**config.mk**
```make
export PLATFORM = sky130hd
export DESIGN_NAME = wl_seq_ctrl
export DESIGN_NICKNAME = d
export VERILOG_FILES = /design/src/rtl/wl_seq_ctrl.sv
export SDC_FILE = /design/constraint.sdc
export NUM_CORES = 1
export LEC_CHECK = 0
export ABC_AREA = 1
export CAP_MARGIN = 20
export CORE_MARGIN = 2
export CORE_UTILIZATION = 45
export CTS_CLUSTER_DIAMETER = 50
export DETAILED_ROUTE_END_ITERATION = 12
export HOLD_SLACK_MARGIN = 0.08
export PLACE_DENSITY = 0.78
export SETUP_SLACK_MARGIN = 0.1
export SYNTH_ARGS = -nofsm -noshare
export SYNTH_HDL_FRONTEND = slang
export SYNTH_SLANG_ARGS = --single-unit
```
**constraint.sdc**
```tcl
create_clock -name clk -period 2.46 [get_ports clk]
set_clock_uncertainty 0.05 [all_clocks]
set_input_delay 0.738 -clock clk [delete_from_list [all_inputs] [get_ports clk]]
set_output_delay 0.738 -clock clk [all_outputs]
set_load 0.03 [all_outputs]
```
**src/rtl/wl_seq_ctrl.sv**
```systemverilog
// Word-line drive sequencer: loads DAC lane codes, waits for settling, then pulses one
// write strobe per address for broadcast pre-op, single-address and address-sweep commands.
module wl_seq_ctrl #(
   parameter int SETTLE_CYC = 4,
   parameter int N_LANE     = 8,
   parameter int CODE_W     = 8,
   parameter int ADDR_W     = 5
) (
   input  logic                           clk,
   input  logic                           rst_n,
   input  logic                           cmd_valid,
   output logic                           cmd_ready,
   input  logic [1:0]                     cmd_op,
   input  logic [ADDR_W-1:0]              cmd_addr,
   input  logic [ADDR_W-1:0]              cmd_addr_end,
   input  logic [CODE_W-1:0]              cmd_code,
   input  logic [CODE_W-1:0]              cmd_step,
   input  logic                           abort,
   output logic [N_LANE-1:0][CODE_W-1:0]  dac_code,
   output logic [ADDR_W-1:0]              wl_addr,
   output logic                           wl_addr_en,
   output logic                           wl_pre_op_en,
   output logic                           busy,
   output logic                           done,
   output logic                           done_err,
   output logic                           done_abort
);

   localparam int LANE_W = $clog2(N_LANE);

   typedef enum logic [1:0] {
      S_IDLE   = 2'd0,
      S_SETTLE = 2'd1,
      S_STROBE = 2'd2,
      S_DONE   = 2'd3
   } state_t;

   typedef enum logic [1:0] {
      OP_PRE    = 2'b00,
      OP_SINGLE = 2'b01,
      OP_SWEEP  = 2'b10,
      OP_ILL    = 2'b11
   } op_t;

   // The settle counter counts down to zero, so it is loaded with one less than the dwell.
   localparam int unsigned SETTLE_LOAD = (SETTLE_CYC == 0) ? 0 : SETTLE_CYC - 1;
   localparam logic [7:0]  CNT_LOAD    = 8'(SETTLE_LOAD);
   localparam state_t      FIRST_STATE = (SETTLE_CYC == 0) ? S_STROBE : S_SETTLE;

   state_t                          state_q, state_d;
   op_t                             op_q, op_d;
   logic [ADDR_W-1:0]               addr_end_q, addr_end_d;
   logic [CODE_W-1:0]               code_q, code_d;
   logic [CODE_W-1:0]               step_q, step_d;
   logic [7:0]                      cnt_q, cnt_d;
   logic [N_LANE-1:0][CODE_W-1:0]   dac_q, dac_d;
   logic [ADDR_W-1:0]               wl_addr_q, wl_addr_d;
   logic                            addr_en_q, addr_en_d;
   logic                            pre_op_en_q, pre_op_en_d;
   logic                            cmd_ready_q, cmd_ready_d;
   logic                            done_q, done_d;
   logic                            done_err_q, done_err_d;
   logic                            done_abort_q, done_abort_d;

   logic [CODE_W:0]                 code_sum;
   logic [CODE_W-1:0]               code_next;
   logic [ADDR_W-1:0]               addr_next;

   // Running code saturates at full scale; the sequence is monotonic so this equals min(base+k*step, max).
   always_comb begin
      code_sum  = {1'b0, code_q} + {1'b0, step_q};
      code_next = code_sum[CODE_W] ? {CODE_W{1'b1}} : code_sum[CODE_W-1:0];
      addr_next = wl_addr_q + 1'b1;
   end

   // NOTE: every _d variable gets its hold value first so no path through the case infers a latch.
   always_comb begin
      state_d      = state_q;
      op_d         = op_q;
      addr_end_d   = addr_end_q;
      code_d       = code_q;
      step_d       = step_q;
      cnt_d        = cnt_q;
      dac_d        = dac_q;
      wl_addr_d    = wl_addr_q;
      done_err_d   = 1'b0;
      done_abort_d = 1'b0;

      case (state_q)
         S_IDLE: begin
            if (cmd_valid) begin
               op_d       = op_t'(cmd_op);
               addr_end_d = cmd_addr_end;
               code_d     = cmd_code;
               step_d     = cmd_step;
               wl_addr_d  = cmd_addr;
               cnt_d      = CNT_LOAD;
               case (op_t'(cmd_op))
                  OP_PRE: begin
                     for (int i = 0; i < N_LANE; i++) dac_d[i] = cmd_code;
                     state_d = FIRST_STATE;
                  end
                  OP_SINGLE, OP_SWEEP: begin
                     dac_d[cmd_addr[LANE_W-1:0]] = cmd_code;
                     state_d = FIRST_STATE;
                  end
                  default: begin
                     state_d    = S_DONE;
                     done_err_d = 1'b1;
                  end
               endcase
            end
         end
         S_SETTLE: begin
            if (cnt_q == 8'd0) state_d = S_STROBE;
            else               cnt_d   = cnt_q - 8'd1;
         end
         S_STROBE: begin
            if (op_q == OP_SWEEP && wl_addr_q != addr_end_q) begin
               wl_addr_d                    = addr_next;
               code_d                       = code_next;
               dac_d[addr_next[LANE_W-1:0]] = code_next;
               cnt_d                        = CNT_LOAD;
               state_d                      = FIRST_STATE;
            end else begin
               state_d = S_DONE;
            end
         end
         default: state_d = S_IDLE;
      endcase

      // Abort freezes the datapath; a completed command sitting in DONE is not re-reported.
      if (abort && (state_q == S_SETTLE || state_q == S_STROBE)) begin
         state_d      = S_DONE;
         wl_addr_d    = wl_addr_q;
         dac_d        = dac_q;
         code_d       = code_q;
         cnt_d        = cnt_q;
         done_abort_d = 1'b1;
      end

      addr_en_d   = (state_d == S_STROBE) && (op_d != OP_PRE);
      pre_op_en_d = (state_d == S_STROBE) && (op_d == OP_PRE);
      cmd_ready_d = (state_d == S_IDLE);
      done_d      = (state_d == S_DONE);
   end

   // NOTE: sequential state uses non-blocking assignments only, so all flops update together.
   always_ff @(posedge clk or negedge rst_n) begin
      if (!rst_n) begin
         state_q      <= S_IDLE;
         op_q         <= OP_PRE;
         addr_end_q   <= '0;
         code_q       <= '0;
         step_q       <= '0;
         cnt_q        <= '0;
         // NOTE: the lane-code bank drives the DAC directly, so it is reset rather than left unknown.
         dac_q        <= '0;
         wl_addr_q    <= '0;
         addr_en_q    <= 1'b0;
         pre_op_en_q  <= 1'b0;
         cmd_ready_q  <= 1'b1;
         done_q       <= 1'b0;
         done_err_q   <= 1'b0;
         done_abort_q <= 1'b0;
      end else begin
         state_q      <= state_d;
         op_q         <= op_d;
         addr_end_q   <= addr_end_d;
         code_q       <= code_d;
         step_q       <= step_d;
         cnt_q        <= cnt_d;
         dac_q        <= dac_d;
         wl_addr_q    <= wl_addr_d;
         addr_en_q    <= addr_en_d;
         pre_op_en_q  <= pre_op_en_d;
         cmd_ready_q  <= cmd_ready_d;
         done_q       <= done_d;
         done_err_q   <= done_err_d;
         done_abort_q <= done_abort_d;
      end
   end

   assign cmd_ready    = cmd_ready_q;
   assign busy         = ~cmd_ready_q;
   assign dac_code     = dac_q;
   assign wl_addr      = wl_addr_q;
   assign wl_addr_en   = addr_en_q;
   assign wl_pre_op_en = pre_op_en_q;
   assign done         = done_q;
   assign done_err     = done_err_q;
   assign done_abort   = done_abort_q;

endmodule

```
==> results of run 1 <==
-- state kept, by name (all words and copies together), names as in the netlist --
name / cells
done_err: 1
wl_addr: 5
cnt_q: 8
wl_addr_en: 1
code_q: 8
done_abort: 1
cmd_ready: 1
wl_pre_op_en: 1
addr_end_q: 5
state_q: 2
done: 1
step_q: 8
dac_code: 64
op_q: 2
-- area by class of cell --
class	instances	area, um2	area share [%]
clock buffers	13	280	3.48
clock inverters	3	42.5	0.528
inverters	82	308	3.82
multi-input cells	630	3020	37.4
flip-flops and latches	108	2700	33.5
well taps	176	220	2.73
repair buffers	151	1490	18.5
-- power by group through the flow --
stage,combinational (W),clock [W],sequential [W]
2_1_floorplan,0.00361,0,0.00380
3_3_place_gp,0.00718,0,0.00302
3_5_place_dp,0.00731,0,0.00302
4_1_cts,0.00735,0.00155,0.00300
5_1_grt,0.00824,0.00163,0.00309
6_report,0.00756,0.00153,0.00300
-- kinds of logic after synthesis --
kind of cell             after synthesis  share of synthesized area, %
multiplexers                          12                          2.19
buffers and inverters                100                          6.74
AND/OR/NAND/NOR                      500                          32.9
flip-flops                           108                          44.6
AO/OA/AOI/OAI                         94                          8.84
XOR/XNOR                               6                         0.868
adder cells (fa/ha/maj)               18                          3.84
-- final timing paths --
kind                                   start           end  slack, ns  cells past startpoint
min in group clk                dac_code[55]  dac_code[55]       0.43                      2
worst min register to register  dac_code[55]  dac_code[55]       0.43                      2
worst max-delay path              wl_addr[2]    wl_addr[2]       0.15                      1
worst max register to register     code_q[0]  dac_code[11]       0.20                     11
max in group asynchronous              rst_n     cmd_ready       1.45                      2
worst min-delay path                   rst_n  dac_code[54]       0.27                      1
-- repair_timing --
action	4_1_cts	5_1_grt
endpoints found under the hold margin	0	0
endpoints found under the setup margin	53	69
pin swaps	0	1
gates resized for setup	4	17
-- metal layers --
metal | up-vias | global-route usage (%) | share of wire, %
li1 | 2925 | - | -
met1 | 2697 | 31.0 | 44
met2 | 187 | 37.8 | 48
met3 | 33 | 5.42 | 6.3
met4 | 0 | 7.94 | 2.2
met5 | - | 0 | 0
-- cells in the mapped netlist, types with 4 or more instances --
master | count | area (um2)
nand2_2 | 4 | 25.0
inv_1 | 79 | 297
a21oi_1 | 15 | 75.1
ha_1 | 17 | 213
o21ai_1 | 15 | 75.1
xnor2_1 | 4 | 35.0
dfrtp_1 | 107 | 2680
a22oi_1 | 21 | 158
buf_2 | 8 | 40.0
nand3_1 | 37 | 185
nor2_1 | 45 | 169
o21ai_0 | 38 | 190
buf_4 | 4 | 30.0
nand2_1 | 397 | 1490
mux2_2 | 10 | 113
-- worst reg2reg max path, stage by stage (launching register included) --
cell	delay [ns]
dfrtp_1	0.40
ha_2	0.20
fa_1	0.40
nand3_2	0.10
nand3_2	0.12
a21oi_4	0.31
nand2_1	0.09
buf_4	0.18
nand2_1	0.06
o21ai_0	0.10
nand2_1	0.09
nand2_1	0.04
-- through the flow --
| stage | total power (W) | setup WS [ns] | TNS (ns) |
|---|---|---|---|
| 2_1_floorplan | 0.00740 | 0.356 | 0 |
| 3_3_place_gp | 0.0102 | -0.317 | -17.56 |
| 3_5_place_dp | 0.0103 | -0.354 | -19.35 |
| 4_1_cts | 0.0119 | 0.0587 | 0 |
| 5_1_grt | 0.0130 | 0.0593 | 0 |
| 6_report | 0.0121 | 0.151 | 0 |
==> summary.md, run 1 <==
| Metric | Value |
|---|---|
| Worst-path clk slew | `0.07 ns` |
| Nets | `slightly above 1000` |
| Slowest-stage cell, CP | `clkdlybuf4s50_1` |
| Residual DRC | `0` |
| Fmax | `433 MHz` |
| Synthesis Warnings | `0` |
| Clock power share | `between 10% and 20%` |
| Crit path launch type | `flip-flop` |
| Post-route cell area | `a little over 8000 um2` |
| Combinational power share | `62.5%` |
| Starting Density | `a little under half` |
| Share of post-route cells with drive strength above 1 | `10.1%` |
| Cell area power density | `1500 nW/um2` |
| Clk sinks | `108` |
| Seq pwr share | `24.8%` |
| Synth unique cells | `36` |
| Endpoints failing setup | `0` |
| I/O pin cnt | `~110` |
| Worst-Margin Slew | `0.541 ns` |
| Part of the cycle the worst path needs | `93.9%` |
| Pleak | `4.22 nW` |
| Worst hold path type | `in -> async` |
| Crit-path cells | `clkdlybuf4s50_1` |
| Int Pwr | `0.00621 W` |
| Total of max-cap violations | `0` |
| Commonest non-fill, non-tap cells in the layout | `nand2_1, dfrtp_1, clkdlybuf4s50_1` |
| DR pass1 iterations | `7` |
| CP Class | `reg -> out` |
| Cells after Synth | `838` |
| Post-Route WL | `16.4 mm` |
| Hold_buf cts | `0` |
| Synth-to-Final Area Change | `33.2%` |
| Area after DPL | `7660 um2` |
| Final hold slack | `0.272 ns` |
| WL/cell | `14.1 um` |
| Tmin final | `about 2.3 ns` |
| Synthesized area | `between 6000 and 7000 um2` |
| Grt ovf | `0` |
| TritonCTS Buffers | `9` |
| Sequential share of the synthesized area | `44.6%` |
| Req. time, crit path | `1.67 ns` |
| CP bufs+invs | `1` |
| Max VDD drop | `1.02 mV` |
| Synthesized area per cell | `7.23 um2` |
| DR vias | `5842` |
| All-Layer GR Usage | `23.4%` |
| Mapped Nets | `888` |
| Num rows | `42` |
| Initial antenna violation count | `0` |
| Clock buffer depth | `2` |
| Largest net degree at the start of global routing | `34` |
| Die Area | `roughly 14000 um2` |
| Unrepaired setup endpoints after global routing | `true` |
| Inst Count DP | `between 1000 and 1500` |
| RD Place Congestion | `between 0.9 and 1` |
| Switch Pwr | `0.00588 W` |
| Max Slew Vio Count | `0` |
| CP endpoint kind | `output pin` |
| Critical Path AT | `1.52 ns` |
| Final hold violation count | `0` |
| Finished Layout Cells | `1163` |
| Worst-Skew Late Latency | `0.35 ns` |
| Post-CTS Repair Setup Buffers | `0` |
| Status | `finished, final reports clean` |
| FILL cells | `1185` |
| Predominant post-synthesis flop cell | `dfrtp_1` |
| CTS tree | `yes` |
| Number of diodes | `0` |
| Cell family with most CP delay | `buffers and inverters` |
| Commonest non-fill, non-tap cell in the layout | `nand2_1` |
| DRT iter0 DRCs | `409` |
| Die Ht | `120 um` |
| HPWL Detailed | `11.8 mm` |
| Sw Ratio | `48.6%` |
| Util after Layout | `61.1%` |
| Async S/R FF share, synth | `100%` |
| Post-synth EDFFs | `0` |
| Seq cells post-synth | `108` |
| Worst stage delay on the critical path | `between 0.7 and 0.8 ns` |
| H-Tree Depth | `3` |
| Detail Route Antenna Nets | `0` |
| Vias/cell | `5.02` |
| CP Max Fanout | `6` |
| Die Wd | `120 um` |
| Number of global-route vias before repair | `5545` |
| Global-route wire length before repair | `26.6 mm` |
| Clk root buf | `clkbuf_16` |
| Port buffer count | `107` |
| Slew Limit Headroom | `63.8%` |
| Core ar. | `13200 um2` |
(Power assumes the default switching activity.)
==> run 2: changes to the inputs <==
- CTS_CLUSTER_SIZE: not set -> 28
- HOLD_SLACK_MARGIN: 0.08 -> 0.15
==> results of run 2 <==
Final layout, timing and power as in run 1 (identical DEF).
==> run 3: changes to the inputs <==
- CORE_UTILIZATION: 45 -> 50
- PLACE_DENSITY: 0.78 -> 0.84
==> run 3 against run 2 <==
  * Critical path type unchanged
  * Worst setup slack gained 0.0029 ns
  * Sequential power is essentially flat
  * Largest cell class unchanged
  * Global-route usage grew 3.3 points
  * Final area shrank 0.22%
  * Maximum frequency grew 0.12%
  * Die area shrank 9.7%
==> summary.md, run 3 (same netlist as run 1, synthesis figures left out) <==
| Metric | Value |
|---|---|
| Residual DRC | `0` |
| Initial antenna violation count | `0` |
| Inst Count DP | `1117` |
| Final hold violation count | `0` |
| Total of max-cap violations | `0` |
| FILL cells | `964` |
| Crit path launch type | `flip-flop` |
| Worst-Margin Slew | `0.527 ns` |
| Starting Density | `50.8%` |
| H-Tree Depth | `3` |
| Die Area | `13000 um2` |
| Slowest-stage cell, CP | `clkdlybuf4s50_1` |
| Largest net degree at the start of global routing | `47` |
| HPWL Detailed | `11.8 mm` |
| Worst hold path type | `in -> async` |
| CTS tree | `yes` |
| Post-route cell area | `8050 um2` |
| Num rows | `40` |
| Worst reg2reg endpoint | `code_q[6]` |
| CP Max Fanout | `6` |
| RD Place Congestion | `around 0.94` |
| Number of diodes | `0` |
| Port buffer count | `107` |
| Worst stage delay on the critical path | `0.71 ns` |
| Endpoints failing setup | `0` |
| Fmax | `434 MHz` |
| CP endpoint kind | `output pin` |
| Global-route wire length before repair | `27.1 mm` |
| WL/cell | `15.0 um` |
| Worst-Skew Late Latency | `0.36 ns` |
| Core ar. | `11900 um2` |
| Clk root buf | `clkbuf_16` |
| DR vias | `6001` |
| Worst-path clk slew | `0.07 ns` |
| CP Class | `reg -> out` |
| Worst R2R Start | `code_q[0]` |
| DRT iter0 DRCs | `580` |
| Hold_buf cts | `0` |
| Max VDD drop | `approximately 1.2 mV` |
| All-Layer GR Usage | `between 20% and 30%` |
| Clock buffer depth | `2` |
| Synth-to-Final Area Change | `32.9%` |
| Finished Layout Cells | `1139` |
| Vias/cell | `5.27` |
| Die Wd | `roughly 110 um` |
| Max reg flops | `64` |
| Detail Route Antenna Nets | `0` |
| Worst reg2reg path depth | `11` |
| Number of global-route vias before repair | `5618` |
| Cell family with most CP delay | `buffers and inverters` |
| Area after DPL | `around 7600 um2` |
| Share of post-route cells with drive strength above 1 | `about a tenth` |
| Grt ovf | `0` |
| Part of the cycle the worst path needs | `93.8%` |
| CP bufs+invs | `1` |
| Critical Path AT | `1.52 ns` |
| Slew Limit Headroom | `between 60% and 70%` |
| Status | `finished, final reports clean` |
| Clk sinks | `approximately 110` |
| TritonCTS Buffers | `9` |
| Reg2Reg Setup Slack | `0.24 ns` |
| Tmin final | `2.31 ns` |
| Commonest non-fill, non-tap cells in the layout | `nand2_1, dfrtp_1, clkdlybuf4s50_1` |
| Pleak | `4.24 nW` |
| Die Ht | `114 um` |
| I/O pin cnt | `108` |
| Commonest non-fill, non-tap cell in the layout | `nand2_1` |
| Cell area power density | `1520 nW/um2` |
| Post-Route WL | `between 15 and 20 mm` |
| DR pass1 iterations | `5` |
| Req. time, crit path | `1.67 ns` |
| Nets | `1037` |
| Crit-path cells | `clkdlybuf4s50_1` |
| Unrepaired setup endpoints after global routing | `false` |
| Max Slew Vio Count | `0` |
run 3: cell types whose count changed in the layout (fill, tap and decap cells not counted), moves of 2 or more:
cell,delta
clkbuf_1,+4
clkbuf_8,-4
nand3_4,+2
o21ai_0,-2
o21ai_1,+2
run 3: layout make-up:
| type | instances | area, um2 | area share, % |
|---|---|---|---|
| multi-input combinational | 633 | 3070 | 38.1 |
| sequential | 108 | 2700 | 33.6 |
| timing repair buffer | 153 | 1520 | 18.9 |
| inverter | 82 | 308 | 3.83 |
| clock buffer | 13 | 240 | 2.99 |
| tap | 147 | 184 | 2.29 |
| clock inverter | 3 | 17.5 | 0.218 |
run 3: worst max-delay path by stage:
stage / depth (start not counted) / end / start
3_5_place_dp: 9 / dac_code[45] / cmd_op[0]
2_1_floorplan: 10 / dac_code[17] / cmd_op[0]
4_1_cts: 9 / dac_code[45] / cmd_op[1]
5_1_grt: 8 / dac_code[1] / cmd_op[0]
6_report: 1 / wl_addr[2] / wl_addr[2]
3_3_place_gp: 9 / dac_code[46] / cmd_op[0]
run 3: worst reg2reg max path: stages, from the launching register on:
cell	delay [ns]
dfrtp_1	0.41
ha_2	0.21
fa_2	0.36
nand3_1	0.12
nand3_2	0.13
a21oi_4	0.20
buf_4	0.18
nand3_4	0.13
nand2_1	0.09
nand2_1	0.05
nand2_1	0.09
nand2_1	0.06
run 3: repair_timing:
| item | in CTS | in global routing |
|---|---|---|
| endpoints found under the setup margin | 52 | 67 |
| cloned | 0 | 3 |
| pin swaps | 1 | 2 |
| buffers inserted | 0 | 3 |
| gates resized for setup | 12 | 17 |
| hold endpoints to repair | 0 | 0 |
run 3: metal layers:
| layer | GRT usage (%) | up-vias | wire [um] |
|---|---|---|---|
| li1 | - | 2936 | - |
| met1 | 33.7 | 2764 | 6920 |
| met2 | 44.0 | 260 | 8200 |
| met3 | 7.41 | 41 | 1500 |
| met4 | 10.0 | 0 | 459 |
| met5 | 0 | - | 0 |
run 3: report_power, final:
group	switching, W	internal [W]
clock network	0.000622	0.000685
logic	0.00501	0.00292
registers	0.000495	0.00250
total	0.00613	0.00611
run 3: stage by stage:
step / hold slack, ns / worst slack (ns) / util [%] / setup TNS [ns] / total power, W
floorplan: 0.392 / 0.356 / - / 0 / 0.00740
global placement: 0.414 / -0.358 / 64.1 / -19.73 / 0.0101
detailed placement: 0.416 / -0.383 / 64.1 / -19.96 / 0.0102
CTS: 0.272 / 0.107 / 66.7 / 0 / 0.0117
global route: 0.288 / 0.0964 / 67.6 / 0 / 0.0131
finish: 0.265 / 0.154 / 67.6 / 0 / 0.0122
